## src/rtl/cu_seq_pkg.sv

```systemverilog
// Shared types and constants for the cu_seq instruction-phase sequencer.
package cu_seq_pkg;

    typedef enum logic [2:0] {
        ST_IDLE   = 3'd0,
        ST_FETCH  = 3'd1,
        ST_DECODE = 3'd2,
        ST_EXEC   = 3'd3,
        ST_BUS    = 3'd4,
        ST_FAULT  = 3'd5
    } state_t;

    localparam logic [1:0] FLT_NONE  = 2'b00;
    localparam logic [1:0] FLT_TMO   = 2'b01;
    localparam logic [1:0] FLT_BADEU = 2'b11;

    // Sequential PC step; the sum is truncated to ADDR_W so the PC wraps silently.
    localparam int unsigned PC_STEP = 1;

endpackage

```

## src/rtl/cu_seq_wdog.sv

```systemverilog
// Per-phase watchdog: counts stalled handshake cycles, flags expiry at 2**TMO_W-1.
module cu_seq_wdog #(
    parameter int unsigned TMO_W = 8
) (
    input  logic clk,
    input  logic reset,
    input  logic clr,
    input  logic en,
    output logic expire_c
);

    localparam logic [TMO_W-1:0] CNT_LAST = TMO_W'((2 ** TMO_W) - 2);

    logic [TMO_W-1:0] cnt;

    always_ff @(posedge clk) begin
        if (reset) begin
            cnt <= '0;
        end else if (clr) begin
            cnt <= '0;
        end else if (en) begin
            cnt <= cnt + TMO_W'(1);
        end
    end

    // This stalled cycle is the one that brings the count to its limit.
    assign expire_c = en && (cnt == CNT_LAST);

endmodule

```

## src/rtl/cu_seq.sv

```systemverilog
// Instruction-phase sequencer: fetch/decode/execute/bus handshakes, PC, watchdog, faults.
// Optional: CU_PERF_CNT_EN enables the 32-bit retired-instruction counter.
module cu_seq
    import cu_seq_pkg::*;
#(
    parameter int unsigned IR_W     = 32,
    parameter int unsigned ADDR_W   = 16,
    parameter int unsigned NUM_EU   = 2,
    parameter int unsigned EU_IDX_W = 3,
    parameter int unsigned TMO_W    = 8,
    parameter int unsigned RESET_PC = 0
) (
    input  logic                clk,
    input  logic                reset,
    input  logic                run,
    output logic                cs_fcu,
    input  logic                ready_fcu,
    output logic [ADDR_W-1:0]   fetch_address,
    input  logic [IR_W-1:0]     ir_in,
    output logic                cs_dec,
    input  logic                ready_dec,
    input  logic [EU_IDX_W-1:0] dec_eu_idx,
    input  logic                dec_mem,
    output logic [NUM_EU-1:0]   cs_eu,
    input  logic [NUM_EU-1:0]   ready_eu,
    input  logic                br_taken,
    input  logic [ADDR_W-1:0]   br_target,
    output logic                cs_biu,
    input  logic                ready_biu,
    output logic [IR_W-1:0]     ir,
    output logic                busy,
    output logic                fault,
    output logic [1:0]          fault_code,
    output logic [31:0]         instr_count
);

    state_t              state, state_nxt;
    logic                cs_fcu_nxt, cs_dec_nxt, cs_biu_nxt;
    logic [NUM_EU-1:0]   cs_eu_nxt;
    logic [IR_W-1:0]     ir_nxt;
    logic [ADDR_W-1:0]   pc, pc_nxt;
    logic                mem_q, mem_nxt;
    logic                br_taken_q, br_taken_nxt;
    logic [ADDR_W-1:0]   br_target_q, br_target_nxt;
    logic                busy_nxt, fault_nxt;
    logic [1:0]          fault_code_nxt;
    logic                retire_c, ret_taken_c, eu_done_c, bad_idx_c;
    logic [ADDR_W-1:0]   ret_target_c;
    logic                wd_en_c, wd_clr_c, wd_expire_c;

    assign fetch_address = pc;
    assign eu_done_c     = |(ready_eu & cs_eu);
    assign bad_idx_c     = 32'(dec_eu_idx) >= 32'(NUM_EU);

    // Branch info comes live on an EXEC retire, from the latched copy on a BUS retire.
    assign ret_taken_c  = (state == ST_BUS) ? br_taken_q  : br_taken;
    assign ret_target_c = (state == ST_BUS) ? br_target_q : br_target;

    assign wd_en_c  = (cs_fcu & ~ready_fcu) | (cs_dec & ~ready_dec)
                    | ((|cs_eu) & ~eu_done_c) | (cs_biu & ~ready_biu);
    assign wd_clr_c = (state_nxt != state);

    cu_seq_wdog #(.TMO_W(TMO_W)) u_wdog (
        .clk      (clk),
        .reset    (reset),
        .clr      (wd_clr_c),
        .en       (wd_en_c),
        .expire_c (wd_expire_c)
    );

    // Next-state and next-output logic.
    always_comb begin
        state_nxt      = state;
        cs_fcu_nxt     = cs_fcu;
        cs_dec_nxt     = cs_dec;
        cs_eu_nxt      = cs_eu;
        cs_biu_nxt     = cs_biu;
        ir_nxt         = ir;
        pc_nxt         = pc;
        mem_nxt        = mem_q;
        br_taken_nxt   = br_taken_q;
        br_target_nxt  = br_target_q;
        fault_nxt      = fault;
        fault_code_nxt = fault_code;
        retire_c       = 1'b0;

        case (state)
            ST_IDLE: begin
                if (run) begin
                    state_nxt  = ST_FETCH;
                    cs_fcu_nxt = 1'b1;
                end
            end
            ST_FETCH: begin
                if (cs_fcu && ready_fcu) begin
                    ir_nxt     = ir_in;
                    cs_fcu_nxt = 1'b0;
                    cs_dec_nxt = 1'b1;
                    state_nxt  = ST_DECODE;
                end
            end
            ST_DECODE: begin
                if (cs_dec && ready_dec) begin
                    cs_dec_nxt = 1'b0;
                    if (bad_idx_c) begin
                        state_nxt      = ST_FAULT;
                        fault_nxt      = 1'b1;
                        fault_code_nxt = FLT_BADEU;
                    end else begin
                        state_nxt = ST_EXEC;
                        cs_eu_nxt = NUM_EU'(1) << dec_eu_idx;
                        mem_nxt   = dec_mem;
                    end
                end
            end
            ST_EXEC: begin
                if (eu_done_c) begin
                    cs_eu_nxt     = '0;
                    br_taken_nxt  = br_taken;
                    br_target_nxt = br_target;
                    if (mem_q) begin
                        state_nxt  = ST_BUS;
                        cs_biu_nxt = 1'b1;
                    end else begin
                        retire_c = 1'b1;
                    end
                end
            end
            ST_BUS: begin
                if (cs_biu && ready_biu) begin
                    cs_biu_nxt = 1'b0;
                    retire_c   = 1'b1;
                end
            end
            default: ;
        endcase

        if (retire_c) begin
            pc_nxt     = ret_taken_c ? ret_target_c : pc + ADDR_W'(PC_STEP);
            state_nxt  = run ? ST_FETCH : ST_IDLE;
            cs_fcu_nxt = run;
        end

        if (wd_expire_c) begin
            state_nxt      = ST_FAULT;
            cs_fcu_nxt     = 1'b0;
            cs_dec_nxt     = 1'b0;
            cs_eu_nxt      = '0;
            cs_biu_nxt     = 1'b0;
            fault_nxt      = 1'b1;
            fault_code_nxt = FLT_TMO;
        end

        busy_nxt = (state_nxt != ST_IDLE) && (state_nxt != ST_FAULT);
    end

    always_ff @(posedge clk) begin
        if (reset) begin
            state       <= ST_IDLE;
            cs_fcu      <= 1'b0;
            cs_dec      <= 1'b0;
            cs_eu       <= '0;
            cs_biu      <= 1'b0;
            ir          <= '0;
            pc          <= ADDR_W'(RESET_PC);
            mem_q       <= 1'b0;
            br_taken_q  <= 1'b0;
            br_target_q <= '0;
            busy        <= 1'b0;
            fault       <= 1'b0;
            fault_code  <= FLT_NONE;
        end else begin
            state       <= state_nxt;
            cs_fcu      <= cs_fcu_nxt;
            cs_dec      <= cs_dec_nxt;
            cs_eu       <= cs_eu_nxt;
            cs_biu      <= cs_biu_nxt;
            ir          <= ir_nxt;
            pc          <= pc_nxt;
            mem_q       <= mem_nxt;
            br_taken_q  <= br_taken_nxt;
            br_target_q <= br_target_nxt;
            busy        <= busy_nxt;
            fault       <= fault_nxt;
            fault_code  <= fault_code_nxt;
        end
    end

`ifdef CU_PERF_CNT_EN
    logic [31:0] retired;

    always_ff @(posedge clk) begin
        if (reset) begin
            retired <= '0;
        end else if (retire_c) begin
            retired <= retired + 32'd1;
        end
    end

    assign instr_count = retired;
`else
    assign instr_count = '0;
`endif

endmodule

```

## config.mk

```make
export PLATFORM = sky130hd
export DESIGN_NAME = cu_seq
export DESIGN_NICKNAME = d
export VERILOG_FILES = /design/src/rtl/cu_seq_pkg.sv /design/src/rtl/cu_seq_wdog.sv /design/src/rtl/cu_seq.sv
export SDC_FILE = /design/constraint.sdc
export NUM_CORES = 1
export LEC_CHECK = 0
export CAP_MARGIN = 20
export CORE_UTILIZATION = 41
export CTS_CLUSTER_SIZE = 8
export DETAILED_ROUTE_END_ITERATION = 8
export PLACE_DENSITY_LB_ADDON = 0.08
export SLEW_MARGIN = 15
export SYNTH_ARGS = -nofsm -noshare
export SYNTH_HDL_FRONTEND = slang
export SYNTH_SLANG_ARGS = --single-unit
```

## constraint.sdc

```tcl
create_clock -name clk -period 1.74 [get_ports clk]
set_input_delay 0.348 -clock clk [delete_from_list [all_inputs] [get_ports clk]]
set_output_delay 0.348 -clock clk [all_outputs]
set_load 0.03 [all_outputs]
```

==> impl_metrics.yaml, run 1 <==
run_status:
  outcome: "finished, violations left"
  violations: "negative setup slack"
critical_path:
  cp.arrival_ps: 2170
  cp_num_buf_inv: 1
  critPathMaxStageDelay_ps: 360
  cp-end-kind: "flip-flop"
  worstPathCellList: "a22o_4 > buf_6 > o2111ai_4 > and3_4 > nand3_2 > or3_4 > a21oi_2"
  slowest_stage: "dfxtp_4"
  worst-setup-path-type: "flip-flop to flip-flop"
  cp_max_fo: 5
  cp-start-kind: "flip-flop"
  path_delay_family: "compound AO/OA/AOI/OAI gates"
  required_ps: 2040
drt:
  drc: 0
  vias: 4381
  ant_nets: 0
  drt_iter0_markers: 154
  finalWirelength_mm: 12.0
  viasPerCell: 5.08
  wl_per_cell_um: 13.9
  dr.pass1.iters: 4
synthesis:
  syn_area_per_cell_um2: 7.56
  postSynthCellCount: 563
  ys_ff_latch: 85
  synth_area_leader_cell: "dfxtp_1"
  synth_xor_area_share_pct: 1.23
  synthTopCellsByArea: "dfxtp_1 (40%), nand2_1 (13%), a21oi_1 (11%)"
  synth_top_family_by_area: "simple AND/OR/NAND/NOR gates"
  seq_area_frac_synth_pct: 40.0
  syn_area_um2: 4260
  synth-async-reset-ratio_pct: 0
  synth_ff_type: "dfxtp_1"
  synthSimpleGateAreaFrac_pct: 27.2
  synth_top_area_share_pct: 40.0
  synthDistinctLibCells: 55
  synth_edf_count: 0
  muxShareOfSynthArea_pct: 1.12
  synth-compound-area-share_pct: 19.2
  synth_fa_ha_area_share_pct: 0.882
  ys_warn_count: 0
sta:
  max_freq_ghz: 0.536
  setup_ws_ps: -124
  layout_worst_path_cycle_share_pct: 107
  finalSetupViolCount: 11
  hold_viol: 0
  grt_setup_unrepaired: "yes"
  skew_ps: 15.7
  slew_viol_final: 0
  finalCriticalPeriod_ps: 1860
clock_network:
  numCtsBuffers: 9
  clockBufferDepth: 2
  h-tree-depth: 3
  insertion_delay_ps: 370
  cts_sinks: 85
  ctsHoldBuffers: 0
  cts_tree: "done"
  clk_pin_slew_worst_paths_ps: 90
  cts-root-buf: "clkbuf_8"
final_layout:
  synthToLayoutAreaGrowth_pct: 50.8
  final_common_cell: "nand2_1"
  most-common-layout-cells: "nand2_1 (149), a21oi_1 (81), dfxtp_1 (75)"
  post_route_cells_drive_above_1_share_pct: 22.2
  n_antenna_cell: 0
  nets: 789
  stdcell_count: 863
grt:
  grt_antenna_before_repair: 0
  grt_usage_pct: 22.0
  grt_max_degree: 36
  grt_overflow: 0
  grt_pass1_vias: 4136
  grt_first_pass_wirelength_mm: 19.5
die:
  io_pins: 150
  die-area_um2: 10800
  dieHeight_um: 104
  rows: 36
  initial_utilization_pct: 43.0
  die_x_um: 104
  core_area_um2: 9910
power_and_ir_drop:
  ir_drop_mv: 0.539
  power_density_nw_per_um2: 658
  total_power_mw: 4.22
  power_leakage_nw: 2.66
placed_design:
  io_buffers: 117
  dp_hpwl_mm: 8.14
  dp.cells: 841
  gp_congestion: 0.839
min_path:
  min_path_type: "input port to flip-flop"
flow_run:
  max-cap-violations: 0
-- power by group --
group          switching (mW)  internal [mW]  total, mW
Combinational           0.352          0.281      0.633
Clock                   0.784          0.826       1.61
Sequential             0.0171           1.96       1.98
-- final timing paths --
| check | startpoint | end | slack, ps | cells past startpoint |
|---|---|---|---|---|
| max | cs_eu[0] | u_wdog.cnt[7] | -120 | 7 |
| min | reset | fault_code[0] | 240 | 2 |
| max reg2reg | cs_eu[0] | u_wdog.cnt[7] | -120 | 7 |
| min reg2reg | ir[27] | ir[27] | 460 | 2 |
-- cell usage after synthesis, drive strengths merged, types with 4 or more instances --
cell	number
nand2	151
a21oi	90
dfxtp	85
buf	46
nor2	31
clkbuf	23
o21ai	21
nand3	19
nor3	13
nand4	11
nand2b	9
a211oi	5
xor2	5
inv	4
-- cell families after synthesis --
kind of cell	after synthesis
AOI/OAI and AO/OA	139
xor gates and xnor gates	6
adders and majority gates	3
buffers and inverters	73
DFF	85
muxes	3
other	1
and+or+nand+nor	253
-- worst register-to-register path, delay by kind of cell, from the launching register on --
| kind | cells | cell delay (ps) |
|---|---|---|
| AOI/OAI and AO/OA | 3 | 670 |
| and+or+nand+nor | 3 | 640 |
| DFF | 1 | 360 |
| buffers and inverters | 1 | 120 |
-- state kept, by name (all words and copies together) (netlist names) --
name / count
fetch_address: 16
fault_code: 2
state: 3
br_taken_q: 1
br_target_q: 16
cs_eu: 2
busy: 1
cs_biu: 1
cs_fcu: 1
ir: 32
mem_q: 1
u_wdog.cnt: 8
cs_dec: 1
-- stage by stage --
| step | util, % | instance area, um^2 | setup slack, ps | setup TNS [ps] | hold WS (ps) |
|---|---|---|---|---|---|
| floorplan | - | 4450 | -67.8 | -354 | 437 |
| global placement | 59.4 | 5890 | -553 | -17660 | 441 |
| detailed placement | 59.4 | 5890 | -615 | -19670 | 447 |
| CTS | 62.2 | 6160 | -138 | -1380 | 232 |
| global route | 64.8 | 6420 | -156 | -1730 | 242 |
| finish | 64.8 | 6420 | -124 | -837 | 240 |
-- metal layers --
metal / routed length [um] / part of all wire [%] / vias up / global-route usage [%]
li1: - / - / 2181 / -
met1: 5020 / 42 / 2043 / 26.5
met2: 5840 / 49 / 140 / 37.2
met3: 932 / 7.8 / 17 / 6.95
met4: 186 / 1.6 / 0 / 6.94
met5: 0 / 0 / - / 0
-- cell type report --
| type | instances | area, um^2 |
|---|---|---|
| multi-input cells | 436 | 2550 |
| repair buffers | 189 | 1740 |
| clock inverters | 7 | 103 |
| clock buffers | 9 | 124 |
| fillers | 898 | 3490 |
| well taps | 133 | 166 |
| inverters | 4 | 15.0 |
| flip-flops and latches | 85 | 1730 |
-- timing repair --
action,in CTS,in global routing
setup buffers,3,4
gates resized for setup,75,48
pin swaps,11,25
endpoints found under the setup margin,85,38
Power figures use the tool's default switching activity.
==> inputs of run 2 (changes only) <==
- REMOVE_ABC_BUFFERS: unset -> 1
==> run 2 against run 1 <==
The flow still finishes with violations (negative setup slack). Critical path type is now input port to flip-flop. Global-route usage grew 0.39 points. Clock-buffer cell count rose by 2. Wire length up 0.92%.
==> impl_metrics.yaml, run 2 (synthesis gave the netlist of run 1 again) <==
clock_network:
  numCtsBuffers: 9
  cts-root-buf: "clkbuf_8"
  clk_pin_slew_worst_paths_ps: 80
  cts_tree: "done"
  cts_sinks: 85
  insertion_delay_ps: 350
  ctsHoldBuffers: 0
  h-tree-depth: 3
  clockBufferDepth: 2
grt:
  grt_usage_pct: 22.4
  grt_overflow: 0
  grt_antenna_before_repair: 0
  grt_max_degree: 43
  grt_pass1_vias: 4147
  grt_first_pass_wirelength_mm: 19.6
run_status:
  outcome: "finished, violations left"
  violations: "negative setup slack"
die:
  die_x_um: 104
  die-area_um2: 10800
  rows: 36
  core_area_um2: 9910
  io_pins: 150
  dieHeight_um: 104
  initial_utilization_pct: 43.0
placed_design:
  dp.cells: 842
  dp_hpwl_mm: 8.17
  io_buffers: 117
  place_area_um2: 5850
  gp_congestion: 0.862
  place_ws_ps: -715
drt:
  ant_nets: 0
  drt_iter0_markers: 249
  dr.pass1.iters: 4
  vias: 4383
  wl_per_cell_um: 13.9
  drc: 0
  viasPerCell: 5.03
  finalWirelength_mm: 12.1
sta:
  slew_viol_final: 0
  hold_viol: 0
  max_freq_ghz: 0.548
  grt_setup_unrepaired: "yes"
  fin_tns_setup_ps: -452
  finalSetupViolCount: 16
  skew_ps: 13.0
  layout_worst_path_cycle_share_pct: 105
  setup_ws_ps: -84.4
  finalCriticalPeriod_ps: 1820
final_layout:
  most-common-layout-cells: "nand2_1 (149), a21oi_1 (82), dfxtp_1 (80)"
  synthToLayoutAreaGrowth_pct: 51.2
  n_antenna_cell: 0
  utilization_pct: 65.0
  stdcell_area_um2: 6440
  final_common_cell: "nand2_1"
  top_register: "ir"
  nets: 799
  stdcell_count: 872
  post_route_cells_drive_above_1_share_pct: 21.9
  largest_register_ffs: 32
critical_path:
  worst_r2r_path_depth: 7
  r2r_slack_ps: -40
  cp-end-kind: "flip-flop"
  cp.arrival_ps: 2110
  required_ps: 2030
  cp_max_fo: 6
  cp-start-kind: "input port"
  worst-setup-path-type: "input port to flip-flop"
min_path:
  hold_depth: 3
  min_path_type: "input port to flip-flop"
power_and_ir_drop:
  power_density_nw_per_um2: 601
  ir_drop_mv: 0.429
  power_leakage_nw: 2.91
flow_run:
  max-cap-violations: 0
## run 2: changes by cell type in the layout (fill, tap and decap cells not counted), sizes merged
| cell | before | now |
|---|---|---|
| clkinv | 1 | 2 |
| bufinv | 2 | 0 |
| clkdlybuf4s50 | 58 | 56 |
| dlygate4sd2 | 54 | 38 |
| dlymetal6s2s | 4 | 22 |
| clkinvlp | 1 | 2 |
| buf | 73 | 83 |
| clkbuf | 9 | 11 |
| inv | 7 | 4 |
## run 2: worst paths after layout
kind | startpoint | end
max reg2reg | state[1] | u_wdog.cnt[2]
max | ready_eu[1] | u_wdog.cnt[7]
min | ready_biu | cs_biu
min reg2reg | ir[12] | ir[12]
## run 2: layout make-up
| class | instances | area, um^2 |
|---|---|---|
| repair buffers | 199 | 1880 |
| flip-flops and latches | 85 | 1710 |
| multi-input cells | 436 | 2490 |
| inverters | 4 | 15.0 |
| clock inverters | 4 | 25.0 |
| clock buffers | 11 | 141 |
| well taps | 133 | 166 |
| fillers | 878 | 3470 |
## run 2: repair_timing
action	4_1_cts	5_1_grt
resized for setup	74	60
buffers inserted	4	11
hold endpoints to repair	0	0
endpoints found under the setup margin	67	54
pin swaps	28	21
## run 2: routing by layer
metal  routed length, um  part of all wire, %  vias to the layer above  global-route usage [%]
met3                 900                  7.4                       14                    6.14
met5                   0                    0                        -                       0
li1                    -                    -                     2195                       -
met4                 210                  1.7                        0                    8.67
met2                5730                   47                      145                    35.8
met1                5250                   43                     2029                    28.6
## run 2: worst max-delay path: stages
cell	delay, ps
clkdlybuf4s50_1	430
a22o_4	260
o2111ai_4	290
and3_4	250
nand3_1	100
or3_1	310
a21oi_1	120
## run 2: per-stage QoR
step | hold slack [ps] | power, mW
2_1_floorplan | 417 | 2.30
3_5_place_dp | 446 | 2.63
3_3_place_gp | 441 | 2.62
5_1_grt | 407 | 4.04
4_1_cts | 401 | 3.88
6_report | 397 | 3.87
## run 2: power breakdown
group	internal [mW]	switching, mW
Combinational	0.292	0.350
Sequential	1.97	0.0168
Clock	0.546	0.692
Total	2.81	1.06
